===== config.mk =====
export PLATFORM = sky130hd
export DESIGN_NAME = tdc_power_sequencer_flat
export DESIGN_NICKNAME = d
export VERILOG_FILES = /design/src/rtl/tdc_power_sequencer_if.sv /design/src/rtl/tdc_power_sequencer.sv /design/src/flat_wrapper.sv
export SDC_FILE = /design/constraint.sdc
export NUM_CORES = 1
export LEC_CHECK = 0
export ABC_AREA = 0
export CAP_MARGIN = 20
export CORE_MARGIN = 2
export CORE_UTILIZATION = 24
export CTS_CLUSTER_DIAMETER = 40
export DETAILED_ROUTE_END_ITERATION = 8
export PLACE_DENSITY = 0.46
export SLEW_MARGIN = 20
export SYNTH_ARGS = -nofsm -noshare
export SYNTH_HDL_FRONTEND = slang
export SYNTH_SLANG_ARGS = --single-unit

===== constraint.sdc =====
create_clock -name clk -period 4.3 [get_ports clk]
set_input_delay 0.86 -clock clk [delete_from_list [all_inputs] [get_ports clk]]
set_output_delay 0.86 -clock clk [all_outputs]
set_load 0.05 [all_outputs]

===== src/rtl/tdc_power_sequencer_if.sv =====
// Command/status bundle between the UART front end and the TDC power sequencer.
// Latency: none (wires only).
// Backpressure: none; new_rx_data is a one-cycle strobe and the sequencer always accepts it.
interface tdc_power_sequencer_if #(
  parameter int NUM_CH = 6
);
  logic [7:0]        rx_data;
  logic              new_rx_data;
  logic [NUM_CH-1:0] tdc_enable;
  logic [NUM_CH-1:0] soft_reset;
  logic              go_home;
  logic              pause;
  logic              busy;
  logic              ready;
  logic [NUM_CH-1:0] ch_mask;

  modport master (
    output rx_data, new_rx_data,
    input  tdc_enable, soft_reset, go_home, pause, busy, ready, ch_mask
  );

  modport slave (
    input  rx_data, new_rx_data,
    output tdc_enable, soft_reset, go_home, pause, busy, ready, ch_mask
  );
endinterface


===== src/rtl/tdc_power_sequencer.sv =====
// UART-command power-up / soft-reset sequencer for a bank of TDC front-end channels.
// Latency: a command strobed in cycle N shows on the registered outputs after edge N+1.
// Backpressure: none; every strobed byte is consumed, commands not valid in the current state are dropped.
module tdc_power_sequencer #(
  parameter int NUM_CH       = 6,
  parameter int OFF_CYCLES   = 1000,
  parameter int BOOT_CYCLES  = 1000000,
  parameter int RESET_CYCLES = 1
) (
  input  logic                  clk,
  input  logic                  rst,
  tdc_power_sequencer_if.slave  bus
);

  localparam int MAX_OB  = (OFF_CYCLES > BOOT_CYCLES) ? OFF_CYCLES : BOOT_CYCLES;
  localparam int MAX_CYC = (MAX_OB > RESET_CYCLES) ? MAX_OB : RESET_CYCLES;
  localparam int CNT_W   = $clog2(MAX_CYC + 1);

  localparam logic [CNT_W-1:0] OFF_LD   = CNT_W'(OFF_CYCLES);
  localparam logic [CNT_W-1:0] BOOT_LD  = CNT_W'(BOOT_CYCLES);
  localparam logic [CNT_W-1:0] RESET_LD = CNT_W'(RESET_CYCLES);
  localparam logic [CNT_W-1:0] CNT_ONE  = CNT_W'(1);

  typedef enum logic [2:0] {
    S_IDLE,
    S_POWER_OFF,
    S_BOOT_WAIT,
    S_SOFT_RESET,
    S_READY
  } state_t;

  state_t            state, state_nxt;
  logic [CNT_W-1:0]  cnt, cnt_nxt;
  logic [NUM_CH-1:0] active_mask, active_mask_nxt;

  logic              cap_flag, cap_flag_nxt;
  logic [NUM_CH-1:0] ch_mask_q, ch_mask_nxt;
  logic [NUM_CH-1:0] tdc_enable_q, tdc_enable_nxt;
  logic [NUM_CH-1:0] soft_reset_q, soft_reset_nxt;
  logic              go_home_q, go_home_nxt;
  logic              pause_q, pause_nxt;
  logic              busy_q, busy_nxt;
  logic              ready_q, ready_nxt;

  logic              cmd_vld;
  logic              cmd_d, cmd_r, cmd_h, cmd_s, cmd_p, cmd_m;
  logic [NUM_CH-1:0] mask_byte;

  // Command decode; the byte following "m" is mask data and never a command.
  always_comb begin
    cmd_vld = bus.new_rx_data & ~cap_flag;
    cmd_d   = cmd_vld & (bus.rx_data == 8'h64);
    cmd_r   = cmd_vld & (bus.rx_data == 8'h72) & ((state == S_IDLE) | (state == S_READY));
    cmd_h   = cmd_vld & (bus.rx_data == 8'h68);
    cmd_s   = cmd_vld & (bus.rx_data == 8'h73);
    cmd_p   = cmd_vld & (bus.rx_data == 8'h70);
    cmd_m   = cmd_vld & (bus.rx_data == 8'h6D);
    // Channels above bit 7 are zero-filled when the bank is wider than a byte.
    for (int i = 0; i < NUM_CH; i++) begin
      mask_byte[i] = (i < 8) ? bus.rx_data[i[2:0]] : 1'b0;
    end
  end

  // State, phase counter and latched channel set.
  always_ff @(posedge clk) begin
    if (rst) begin
      state       <= S_IDLE;
      cnt         <= '0;
      active_mask <= '0;
    end else begin
      state       <= state_nxt;
      cnt         <= cnt_nxt;
      active_mask <= active_mask_nxt;
    end
  end

  // Phase sequencing; a phase ends on the cycle its counter reads 1, and "d" overrides everything.
  always_comb begin
    state_nxt       = state;
    cnt_nxt         = cnt;
    active_mask_nxt = active_mask;
    case (state)
      S_POWER_OFF: begin
        if (cnt == CNT_ONE) begin
          state_nxt = S_BOOT_WAIT;
          cnt_nxt   = BOOT_LD;
        end else begin
          cnt_nxt   = cnt - CNT_ONE;
        end
      end
      S_BOOT_WAIT: begin
        if (cnt == CNT_ONE) begin
          state_nxt = S_SOFT_RESET;
          cnt_nxt   = RESET_LD;
        end else begin
          cnt_nxt   = cnt - CNT_ONE;
        end
      end
      S_SOFT_RESET: begin
        if (cnt == CNT_ONE) begin
          state_nxt = S_READY;
          cnt_nxt   = '0;
        end else begin
          cnt_nxt   = cnt - CNT_ONE;
        end
      end
      default: begin
        state_nxt = state;
      end
    endcase
    if (cmd_d) begin
      state_nxt       = S_POWER_OFF;
      cnt_nxt         = OFF_LD;
      active_mask_nxt = ch_mask_q;
    end else if (cmd_r) begin
      state_nxt       = S_SOFT_RESET;
      cnt_nxt         = RESET_LD;
      active_mask_nxt = ch_mask_q;
    end
  end

  // Next output values derived from the next state, so registered outputs line up with the state register.
  always_comb begin
    tdc_enable_nxt = tdc_enable_q;
    soft_reset_nxt = '0;
    case (state_nxt)
      S_POWER_OFF:  tdc_enable_nxt = tdc_enable_q & ~active_mask_nxt;
      S_BOOT_WAIT:  tdc_enable_nxt = tdc_enable_q | active_mask_nxt;
      S_SOFT_RESET: soft_reset_nxt = active_mask_nxt;
      default:      tdc_enable_nxt = tdc_enable_q;
    endcase
    busy_nxt  = (state_nxt == S_POWER_OFF) | (state_nxt == S_BOOT_WAIT) |
                (state_nxt == S_SOFT_RESET);
    ready_nxt = (state_nxt == S_READY);

    go_home_nxt = go_home_q;
    if (cmd_d)      go_home_nxt = 1'b0;
    else if (cmd_h) go_home_nxt = 1'b1;

    pause_nxt = pause_q;
    if (cmd_s)      pause_nxt = 1'b1;
    else if (cmd_p) pause_nxt = 1'b0;

    ch_mask_nxt  = ch_mask_q;
    cap_flag_nxt = cap_flag;
    if (bus.new_rx_data & cap_flag) begin
      ch_mask_nxt  = mask_byte;
      cap_flag_nxt = 1'b0;
    end else if (cmd_m) begin
      cap_flag_nxt = 1'b1;
    end
  end

  // Output and mask registers.
  always_ff @(posedge clk) begin
    if (rst) begin
      tdc_enable_q <= '0;
      soft_reset_q <= '0;
      go_home_q    <= 1'b0;
      pause_q      <= 1'b0;
      busy_q       <= 1'b0;
      ready_q      <= 1'b0;
      ch_mask_q    <= '1;
      cap_flag     <= 1'b0;
    end else begin
      tdc_enable_q <= tdc_enable_nxt;
      soft_reset_q <= soft_reset_nxt;
      go_home_q    <= go_home_nxt;
      pause_q      <= pause_nxt;
      busy_q       <= busy_nxt;
      ready_q      <= ready_nxt;
      ch_mask_q    <= ch_mask_nxt;
      cap_flag     <= cap_flag_nxt;
    end
  end

  assign bus.tdc_enable = tdc_enable_q;
  assign bus.soft_reset = soft_reset_q;
  assign bus.go_home    = go_home_q;
  assign bus.pause      = pause_q;
  assign bus.busy       = busy_q;
  assign bus.ready      = ready_q;
  assign bus.ch_mask    = ch_mask_q;

endmodule


===== src/flat_wrapper.sv =====
// flat-port wrapper written by rule: the top's interface ports become plain ports
module tdc_power_sequencer_flat 
#(
  parameter int NUM_CH       = 6,
  parameter int OFF_CYCLES   = 1000,
  parameter int BOOT_CYCLES  = 1000000,
  parameter int RESET_CYCLES = 1
)
  (clk, rst, bus_rx_data, bus_new_rx_data, bus_tdc_enable, bus_soft_reset, bus_go_home, bus_pause, bus_busy, bus_ready, bus_ch_mask);
  tdc_power_sequencer_if #(.NUM_CH(NUM_CH)) bus_i ();
  input  logic clk;
  input  logic rst;
  input wire logic [$bits(bus_i.rx_data)-1:0] bus_rx_data;
  input wire logic [$bits(bus_i.new_rx_data)-1:0] bus_new_rx_data;
  output wire logic [$bits(bus_i.tdc_enable)-1:0] bus_tdc_enable;
  output wire logic [$bits(bus_i.soft_reset)-1:0] bus_soft_reset;
  output wire logic [$bits(bus_i.go_home)-1:0] bus_go_home;
  output wire logic [$bits(bus_i.pause)-1:0] bus_pause;
  output wire logic [$bits(bus_i.busy)-1:0] bus_busy;
  output wire logic [$bits(bus_i.ready)-1:0] bus_ready;
  output wire logic [$bits(bus_i.ch_mask)-1:0] bus_ch_mask;
  assign bus_i.rx_data = bus_rx_data;
  assign bus_i.new_rx_data = bus_new_rx_data;
  assign bus_tdc_enable = bus_i.tdc_enable;
  assign bus_soft_reset = bus_i.soft_reset;
  assign bus_go_home = bus_i.go_home;
  assign bus_pause = bus_i.pause;
  assign bus_busy = bus_i.busy;
  assign bus_ready = bus_i.ready;
  assign bus_ch_mask = bus_i.ch_mask;
  tdc_power_sequencer #(.NUM_CH(NUM_CH), .OFF_CYCLES(OFF_CYCLES), .BOOT_CYCLES(BOOT_CYCLES), .RESET_CYCLES(RESET_CYCLES)) u_core (.clk(clk), .rst(rst), .bus(bus_i));
endmodule

==> flow_summary_export.csv, run 1 <==
group,metric,value,unit
detailed_routing,route.detailed.drc,0,
sta,slew_headroom,0.3802,
sta,report.final.slew_viol_count,0,
cells_and_area,area.sequential,0.001041,mm^2
yosys,ys_ff_latch,52,
yosys,synthTopCellsByArea,"sky130_fd_sc_hd__dfxtp_1, sky130_fd_sc_hd__nor2_1, sky130_fd_sc_hd__a21oi_1",
global_routing,grt_first_pass_wirelength,11.47,mm
sta,timing_hold_violations_final,0,
clock_network,ctsResizeCount,0,
clock_network,clock-sinks,52,
cells_and_area,multiInputGateArea,0.001413,mm^2
flow_run,drv.max_cap_violation_count,0,
yosys,synth_ff_type,"sky130_fd_sc_hd__dfxtp_1",
detailed_routing,detailedRoute.firstPassIterationCount,4,
cells_and_area,diodes,0,
yosys,mean_area_per_synthesized_cell,8.509,um^2
place,worst_case_setup_slack_after_placement,835.0,ps
sta,fin_crit_sh,0.7273,
yosys,async_flop_share,0,
detailed_routing,drt_first_iter_violations,86,
floorplanning,core_area,0.01032,mm^2
power_and_ir_drop,power.net_switching,0.2735,mW
detailed_routing,vias,2237,
detailed_routing,wl_per_cell,14.11,um
yosys,synth.net_count,314,
critical_path,worst_setup_path_start_kind,"input port",
power_and_ir_drop,power_frac_comb,0.136,
power_and_ir_drop,p_clk_frac,0.324,
clock_network,post_cts_setup_buffers,0,
critical_path,worstPathArrival,3330,ps
floorplanning,die_h,107.3,um
yosys,post-synth-top-count-cell,"sky130_fd_sc_hd__dfxtp_1",
yosys,synth_cell_count_leaders,"sky130_fd_sc_hd__dfxtp_1, sky130_fd_sc_hd__nor2_1, sky130_fd_sc_hd__nand2_1",
hold_path,hold_path.class,"reg2reg",
yosys,synth_area,0.002561,mm^2
cells_and_area,layout-drive-gt1-share,0.07576,
floorplanning,design.die.area,0.01151,mm^2
yosys,synth-edff-count,0,
floorplanning,rows,37,
clock_network,path_clk_slew,110,ps
floorplanning,floorplan.initialDensity,0.2481,
yosys,post-synth-top-area-cell,"sky130_fd_sc_hd__dfxtp_1",
cells_and_area,layout.core_utilization,0.2996,
global_routing,grt_usage,0.1240,
sta,maxClockFrequency,319.8,MHz
cells_and_area,num-fill-cells,1120,
critical_path,critical_path_peak_fanout,7,
place,post-dp-hpwl,4.661,mm
detailed_routing,antenna_violating_nets_post_route,0,
sta,final-setup-viol-count,0,
clock_network,clk_root_buffer_cell,"sky130_fd_sc_hd__clkbuf_8",
sta,unrepaired_setup_endpoints_after_global_routing,"no",
sta,finClkSkew,11.71,ps
global_routing,antenna_found_initial,0,
power_and_ir_drop,power.switching_fraction,0.2930,
clock_network,cts_hold_repair.buffers,0,
yosys,netlist.area_leader.share,0.4064,
yosys,netlist_instances,301,
place,routability_congestion,0.7941,
detailed_routing,detail_route.wirelength,6.575,mm
power_and_ir_drop,powerDensity,301.8,mW/mm^2
sta,min_period,3127,ps
floorplanning,fp.dieW,107.3,um
yosys,number_of_warnings_issued_by_yosys,0,
yosys,number_of_distinct_library_cells_after_synthesis,55,
global_routing,first_global_vias,2231,
critical_path,timing.setup.critical_path_class,"in2reg",
hold_path,hold_path_depth,2,
power_and_ir_drop,vdd_ir_drop_max,0.0001552,V
sta,fin_ws,1173,ps
critical_path,worstRegToRegCells,6,
sta,tightestPinTransition,926.3,ps
power_and_ir_drop,seq_power_share,0.539,
global_routing,gr-total-overflow,0,
floorplanning,design.portCount,33,
global_routing,maximum_number_of_pins_on_one_net_before_global_route_repair,32,
power_and_ir_drop,p_leak,1.102,nW
clock_network,ctsLongestPathBuffers,2,
cells_and_area,area_growth,20.76,%
detailed_routing,avgViaCountPerCell,4.800,
status,run_status,"completed",
cells_and_area,final_net_count,342,
clock_network,inserted_clock_buffers,5,
sta,timing.setup.tns,0,ps
critical_path,worst_setup_path_end_kind,"flop",
place,buffer_ports.inserted,32,
critical_path,worst-endpoint-required,4500,ps
yosys,seq_area_frac_synth,0.4064,
clock_network,clock_latency,320,ps
clock_network,clock_tree.htree_level_count,2,
clock_network,tritoncts,"done",
power_and_ir_drop,internal-power,0.6600,mW
-- worst max-delay path: stages --
cell	delay [ps]
sky130_fd_sc_hd__clkdlybuf4s50_1	530
sky130_fd_sc_hd__or4b_1	540
sky130_fd_sc_hd__or4_1	540
sky130_fd_sc_hd__nand2b_1	190
sky130_fd_sc_hd__a41oi_1	100
sky130_fd_sc_hd__a32oi_2	430
sky130_fd_sc_hd__o211ai_1	140
-- cell type report --
cell class                 instances  area share
multi-input combinational        226      0.4567
tap                              136     0.05502
clock buffer                       5     0.02225
sequential                        52      0.3366
inverter                          10     0.01214
clock inverter                     3    0.008900
timing repair buffer              34      0.1084
-- metal layers --
metal / global-route usage / vias to the layer above / routed length, um
li1: - / 1150 / -
met1: 0.1728 / 1052 / 3349
met2: 0.1930 / 31 / 2975
met3: 0.02906 / 4 / 212
met4: 0.02968 / 0 / 36
met5: 0 / - / 0
-- cell usage in the layout (no fill, tap or decap), types with 3 or more instances in the layout --
| cell | n |
|---|---|
| sky130_fd_sc_hd__a211o_1 | 5 |
| sky130_fd_sc_hd__a21oi_1 | 16 |
| sky130_fd_sc_hd__a31oi_1 | 8 |
| sky130_fd_sc_hd__and3_1 | 5 |
| sky130_fd_sc_hd__clkbuf_8 | 5 |
| sky130_fd_sc_hd__clkdlybuf4s50_1 | 32 |
| sky130_fd_sc_hd__dfxtp_1 | 52 |
| sky130_fd_sc_hd__inv_1 | 10 |
| sky130_fd_sc_hd__mux2i_1 | 6 |
| sky130_fd_sc_hd__nand2_1 | 20 |
| sky130_fd_sc_hd__nand2b_1 | 6 |
| sky130_fd_sc_hd__nand3_1 | 12 |
| sky130_fd_sc_hd__nand3b_1 | 10 |
| sky130_fd_sc_hd__nor2_1 | 41 |
| sky130_fd_sc_hd__nor3_1 | 9 |
| sky130_fd_sc_hd__nor4_1 | 10 |
| sky130_fd_sc_hd__o211ai_1 | 9 |
| sky130_fd_sc_hd__o21a_1 | 3 |
| sky130_fd_sc_hd__o21ai_0 | 9 |
| sky130_fd_sc_hd__or3_1 | 4 |
| sky130_fd_sc_hd__or4_1 | 8 |
| sky130_fd_sc_hd__xnor2_1 | 6 |
| sky130_fd_sc_hd__xor2_1 | 3 |
-- power groups by stage --
stage	clock network (mW)	logic [mW]	registers [mW]
after CTS	0.322	0.128	0.504
after global placement	0	0.127	0.515
after detailed placement	0	0.128	0.514
after global routing	0.335	0.140	0.506
after floorplan	0	0.0503	0.546
final	0.303	0.127	0.503
-- through the flow --
step / total power [mW] / cell area (um^2) / hold slack, ps / std cells
finish: 0.9335 / 3093 / 496.9 / 466
global placement: 0.6414 / 2997 / 471.9 / 458
floorplan: 0.5965 / 2561 / 461.1 / 301
CTS: 0.9537 / 3093 / 497.2 / 466
detailed placement: 0.6416 / 2997 / 481.7 / 458
global route: 0.9803 / 3093 / 513.4 / 466
-- worst paths after layout --
| path | from | to | slack [ps] |
|---|---|---|---|
| min reg2reg | u_core.bus.pause | u_core.bus.pause | 500 |
| max | bus_rx_data[0] | flop | 1170 |
| min | u_core.bus.pause | u_core.bus.pause | 500 |
| max reg2reg | u_core.cnt[10] | flop | 1370 |
-- kinds of logic (layout without fill, tap and decap cells) --
kind of cell,count (synthesis),in the layout,share of synthesized area
muxes,7,7,0.02785
adders and majority gates,2,2,0.009769
buffers and inverters,23,52,0.04202
and+or+nand+nor,146,146,0.3195
AOI/OAI and AO/OA,62,62,0.1637
DFF,52,52,0.4064
xor gates and xnor gates,9,9,0.03078
No activity file was read; power rests on OpenSTA's default activity.
==> run 2: changes to the inputs <==
clock period = 3.2 ns   (was 4.3 ns; I/O delays follow)
==> flow_summary_export.csv, run 2 (synthesized netlist as in run 1, its figures left out) <==
group,metric,value,unit
status,run_status,"completed",
cells_and_area,fin_cells,478,
floorplanning,fp.dieW,107.3,um
clock_network,tritoncts,"done",
global_routing,maximum_number_of_pins_on_one_net_before_global_route_repair,24,
global_routing,gr-total-overflow,0,
power_and_ir_drop,p_leak,1.154,nW
place,numPlacedInstances,470,
floorplanning,core_area,0.01032,mm^2
power_and_ir_drop,power.total,1.243,mW
critical_path,worst_setup_path_start_kind,"flop",
critical_path,worstPathArrival,2970,ps
detailed_routing,route.detailed.drc,0,
detailed_routing,detail_route.wirelength,6.818,mm
cells_and_area,top_library_cells_by_usage_in_the_layout_fill_and_taps_aside,"sky130_fd_sc_hd__dfxtp_1, sky130_fd_sc_hd__nor2_1, sky130_fd_sc_hd__clkdlybuf4s50_1",
critical_path,worstRegToRegCells,6,
clock_network,ctsLongestPathBuffers,2,
clock_network,clock-sinks,52,
hold_path,hold_path.class,"reg2reg",
floorplanning,rows,37,
clock_network,clock_latency,310,ps
critical_path,worst_r2r_startpoint,"u_core.cnt[10]",
place,placement_stage_cell_area,0.003087,mm^2
sta,maxClockFrequency,366.3,MHz
place,buffer_ports.inserted,32,
clock_network,post_cts_setup_buffers,0,
critical_path,critical_path_peak_fanout,7,
global_routing,grt_usage,0.1260,
hold_path,start_point_of_the_worst_hold_path,"u_core.bus.pause",
cells_and_area,layout.core_utilization,0.3076,
clock_network,inserted_clock_buffers,5,
sta,unrepaired_setup_endpoints_after_global_routing,"no",
cells_and_area,layout-drive-gt1-share,0.1053,
detailed_routing,wl_per_cell,14.26,um
detailed_routing,vias,2318,
sta,timing.setup.tns,0,ps
critical_path,worst-endpoint-required,3440,ps
floorplanning,floorplan.initialDensity,0.2481,
global_routing,antenna_found_initial,0,
power_and_ir_drop,vdd_ir_drop_max,0.0001885,V
sta,final-setup-viol-count,0,
sta,timing_hold_violations_final,0,
critical_path,r2r_setup_slack,470,ps
clock_network,ctsResizeCount,0,
sta,min_period,2730,ps
place,routability_congestion,0.8161,
clock_network,path_clk_slew,110,ps
cells_and_area,diodes,0,
sta,finClkSkew,12.35,ps
global_routing,first_global_vias,2320,
sta,fin_crit_sh,0.8532,
detailed_routing,antenna_violating_nets_post_route,0,
clock_network,clock_tree.htree_level_count,2,
place,post-dp-hpwl,4.996,mm
clock_network,clk_root_buffer_cell,"sky130_fd_sc_hd__clkbuf_8",
detailed_routing,detailedRoute.firstPassIterationCount,4,
cells_and_area,leading_cell_type_in_the_layout_fill_and_taps_excluded,"sky130_fd_sc_hd__dfxtp_1",
critical_path,timing.setup.critical_path_class,"reg2reg",
floorplanning,die_h,107.3,um
detailed_routing,avgViaCountPerCell,4.849,
cells_and_area,design_area,0.003176,mm^2
cells_and_area,final_net_count,354,
place,worst_case_setup_slack_after_placement,167.5,ps
power_and_ir_drop,powerDensity,391.5,mW/mm^2
sta,finalHoldWorstSlack,492.4,ps
sta,slew_headroom,0.6119,
hold_path,hold_path_depth,2,
floorplanning,design.die.area,0.01151,mm^2
floorplanning,design.portCount,33,
sta,tightestPinTransition,579.6,ps
flow_run,drv.max_cap_violation_count,0,
sta,report.final.slew_viol_count,0,
detailed_routing,drt_first_iter_violations,84,
sta,fin_ws,469.7,ps
cells_and_area,area_growth,23.99,%
clock_network,cts_hold_repair.buffers,0,
hold_path,whs_endpoint,"u_core.bus.pause",
global_routing,grt_first_pass_wirelength,11.63,mm
critical_path,worst_setup_path_end_kind,"flop",
cells_and_area,num-fill-cells,1137,
-- run 2: cell type report --
type | count | area [um^2] | share of cell area
clock buffers | 6 | 72.57 | 0.02285
clock inverters | 2 | 16.27 | 0.005122
inverters | 10 | 37.54 | 0.01182
multi-input cells | 226 | 1413 | 0.4448
flip-flops and latches | 52 | 1041 | 0.3278
well taps | 136 | 170.2 | 0.05359
repair buffers | 46 | 425.4 | 0.1340
-- run 2: routing by layer --
metal	share of wire	global-route usage	vias to the layer above	wire [um]
met4	0.011	0.02968	0	76
met1	0.50	0.1688	1079	3386
met3	0.045	0.03148	11	305
li1	-	-	1171	-
met2	0.45	0.2034	57	3048
met5	0	0	-	0
-- run 2: power by group --
part	leakage (nW)	switching (mW)	total [mW]	internal (mW)
Combinational	0.692	0.111	0.180	0.0686
Sequential	0.420	0.0137	0.676	0.663
Clock	0.0414	0.231	0.387	0.156
Total	1.15	0.356	1.24	0.888
-- run 2: critical path, stage by stage (launching register included) --
cell                       delay, ps
sky130_fd_sc_hd__dfxtp_1         370
sky130_fd_sc_hd__or4_4           580
sky130_fd_sc_hd__or3_1           370
sky130_fd_sc_hd__nor4_1          280
sky130_fd_sc_hd__mux2_2          440
sky130_fd_sc_hd__or4_1           520
sky130_fd_sc_hd__o211ai_1        100
-- run 2: worst max-delay path by stage --
| stage | start | cells past startpoint | slack, ps | endpoint |
|---|---|---|---|---|
| floorplan | u_core.cnt[10] | 7 | 550 | flop |
| global placement | bus_rx_data[0] | 7 | 230 | flop |
| detailed placement | bus_rx_data[4] | 7 | 170 | flop |
| CTS | u_core.cnt[10] | 6 | 470 | flop |
| global route | u_core.cnt[10] | 6 | 350 | flop |
| finish | u_core.cnt[10] | 6 | 470 | flop |
==> run 3: changes to the inputs <==
REMOVE_ABC_BUFFERS = 1   (was not set)
==> flow_summary_export.csv, run 3 (synthesized netlist as in run 1, its figures left out) <==
group,metric,value,unit
cells_and_area,leading_cell_type_in_the_layout_fill_and_taps_excluded,"sky130_fd_sc_hd__dfxtp_1",
cells_and_area,layout-drive-gt1-share,0.1082,
cells_and_area,diodes,0,
sta,fin_ws,507.3,ps
clock_network,tritoncts,"done",
power_and_ir_drop,p_leak,1.166,nW
sta,tightestPinTransition,625.2,ps
sta,final-setup-viol-count,0,
flow_run,drv.max_cap_violation_count,0,
floorplanning,design.die.area,0.01151,mm^2
clock_network,clk_root_buffer_cell,"sky130_fd_sc_hd__clkbuf_8",
critical_path,worst_r2r_startpoint,"u_core.cnt[10]",
detailed_routing,avgViaCountPerCell,4.826,
floorplanning,core_area,0.01032,mm^2
sta,slew_headroom,0.5817,
place,buffer_ports.inserted,32,
place,post-dp-hpwl,5.022,mm
sta,timing_hold_violations_final,0,
critical_path,worstPathArrival,2930,ps
floorplanning,die_h,107.3,um
hold_path,hold_path.class,"reg2reg",
place,worst_case_setup_slack_after_placement,170.6,ps
hold_path,whs_endpoint,"u_core.bus.pause",
sta,unrepaired_setup_endpoints_after_global_routing,"no",
detailed_routing,wl_per_cell,14.23,um
critical_path,worstRegToRegCells,6,
clock_network,clock_latency,310,ps
power_and_ir_drop,powerDensity,414.8,mW/mm^2
critical_path,worst-endpoint-required,3440,ps
clock_network,inserted_clock_buffers,5,
floorplanning,fp.dieW,107.3,um
hold_path,hold_path_depth,2,
global_routing,grt_usage,0.1271,
cells_and_area,top_library_cells_by_usage_in_the_layout_fill_and_taps_aside,"sky130_fd_sc_hd__dfxtp_1, sky130_fd_sc_hd__nor2_1, sky130_fd_sc_hd__clkdlybuf4s50_1",
clock_network,clock-sinks,52,
global_routing,maximum_number_of_pins_on_one_net_before_global_route_repair,30,
hold_path,start_point_of_the_worst_hold_path,"u_core.bus.pause",
clock_network,ctsLongestPathBuffers,2,
sta,report.final.slew_viol_count,0,
place,routability_congestion,0.7697,
critical_path,r2r_setup_slack,510,ps
detailed_routing,detailedRoute.firstPassIterationCount,6,
sta,min_period,2693,ps
cells_and_area,area_growth,25.01,%
clock_network,path_clk_slew,110,ps
clock_network,post_cts_setup_buffers,0,
critical_path,critical_path_peak_fanout,7,
global_routing,grt_first_pass_wirelength,11.75,mm
sta,fin_crit_sh,0.8415,
global_routing,gr-total-overflow,0,
global_routing,first_global_vias,2315,
detailed_routing,route.detailed.drc,0,
floorplanning,rows,37,
sta,finClkSkew,7.884,ps
critical_path,timing.setup.critical_path_class,"reg2reg",
sta,finalHoldWorstSlack,506.2,ps
clock_network,ctsResizeCount,0,
floorplanning,floorplan.initialDensity,0.2481,
critical_path,worst_setup_path_start_kind,"flop",
clock_network,clock_tree.htree_level_count,2,
cells_and_area,final_net_count,354,
global_routing,antenna_found_initial,0,
sta,maxClockFrequency,371.4,MHz
sta,timing.setup.tns,0,ps
detailed_routing,detail_route.wirelength,6.800,mm
critical_path,worst_setup_path_end_kind,"flop",
status,run_status,"completed",
floorplanning,design.portCount,33,
detailed_routing,drt_first_iter_violations,122,
clock_network,cts_hold_repair.buffers,0,
detailed_routing,vias,2307,
detailed_routing,antenna_violating_nets_post_route,0,
power_and_ir_drop,vdd_ir_drop_max,0.0002068,V
[run 3: changes by cell type in the layout (fill, tap and decap cells not counted), sizes merged]
| cell | before | now |
|---|---|---|
| clkinv | 1 | 0 |
| inv | 10 | 11 |
| bufinv | 0 | 1 |
| clkbuf | 6 | 5 |
[run 3: worst max-delay path, stage by stage, from the launching register on]
cell and delay, ps:
sky130_fd_sc_hd__dfxtp_1 370, sky130_fd_sc_hd__or4_4 580, sky130_fd_sc_hd__or3_1 370, sky130_fd_sc_hd__nor4_1 260, sky130_fd_sc_hd__mux2_2 430, sky130_fd_sc_hd__or4_1 520
sky130_fd_sc_hd__o211ai_1 110
[run 3: layout make-up]
class,count,area [um^2]
fill,1116,7122
multi-input combinational,226,1413
sequential,52,1041
timing repair buffer,46,425.4
tap,136,170.2
clock buffer,5,68.82
clock inverter,3,46.29
inverter,10,37.54
[run 3: worst max-delay path by stage]
stage / start / end / slack, ps
6_report: u_core.cnt[10] / flop / 510
4_1_cts: u_core.cnt[10] / flop / 500
2_1_floorplan: u_core.cnt[10] / flop / 510
3_5_place_dp: bus_rx_data[4] / flop / 170
3_3_place_gp: bus_rx_data[2] / flop / 210
5_1_grt: u_core.cnt[10] / flop / 380
[run 3: report_power, final]
group | internal [mW] | switching (mW) | total, mW
Clock | 0.236 | 0.237 | 0.474
Sequential | 0.663 | 0.0127 | 0.675
Combinational | 0.0679 | 0.111 | 0.179
[run 3: per-stage QoR]
stage / instance area [um^2] / utilization / total power, mW / cells
final: 3202 / 0.3101 / 1.328 / 478
after global routing: 3202 / 0.3101 / 1.394 / 478
after CTS: 3202 / 0.3101 / 1.350 / 478
after detailed placement: 3087 / 0.2990 / 0.8694 / 470
after global placement: 3087 / 0.2990 / 0.8700 / 470
after floorplan: 2491 / - / 0.7951 / 288
[run 3: routing by layer]
layer | global-route usage | vias up | share of wire
li1 | - | 1179 | -
met1 | 0.1727 | 1071 | 0.49
met2 | 0.2098 | 53 | 0.47
met3 | 0.02603 | 4 | 0.037
met4 | 0.02319 | 0 | 0.0056
met5 | 0 | - | 0
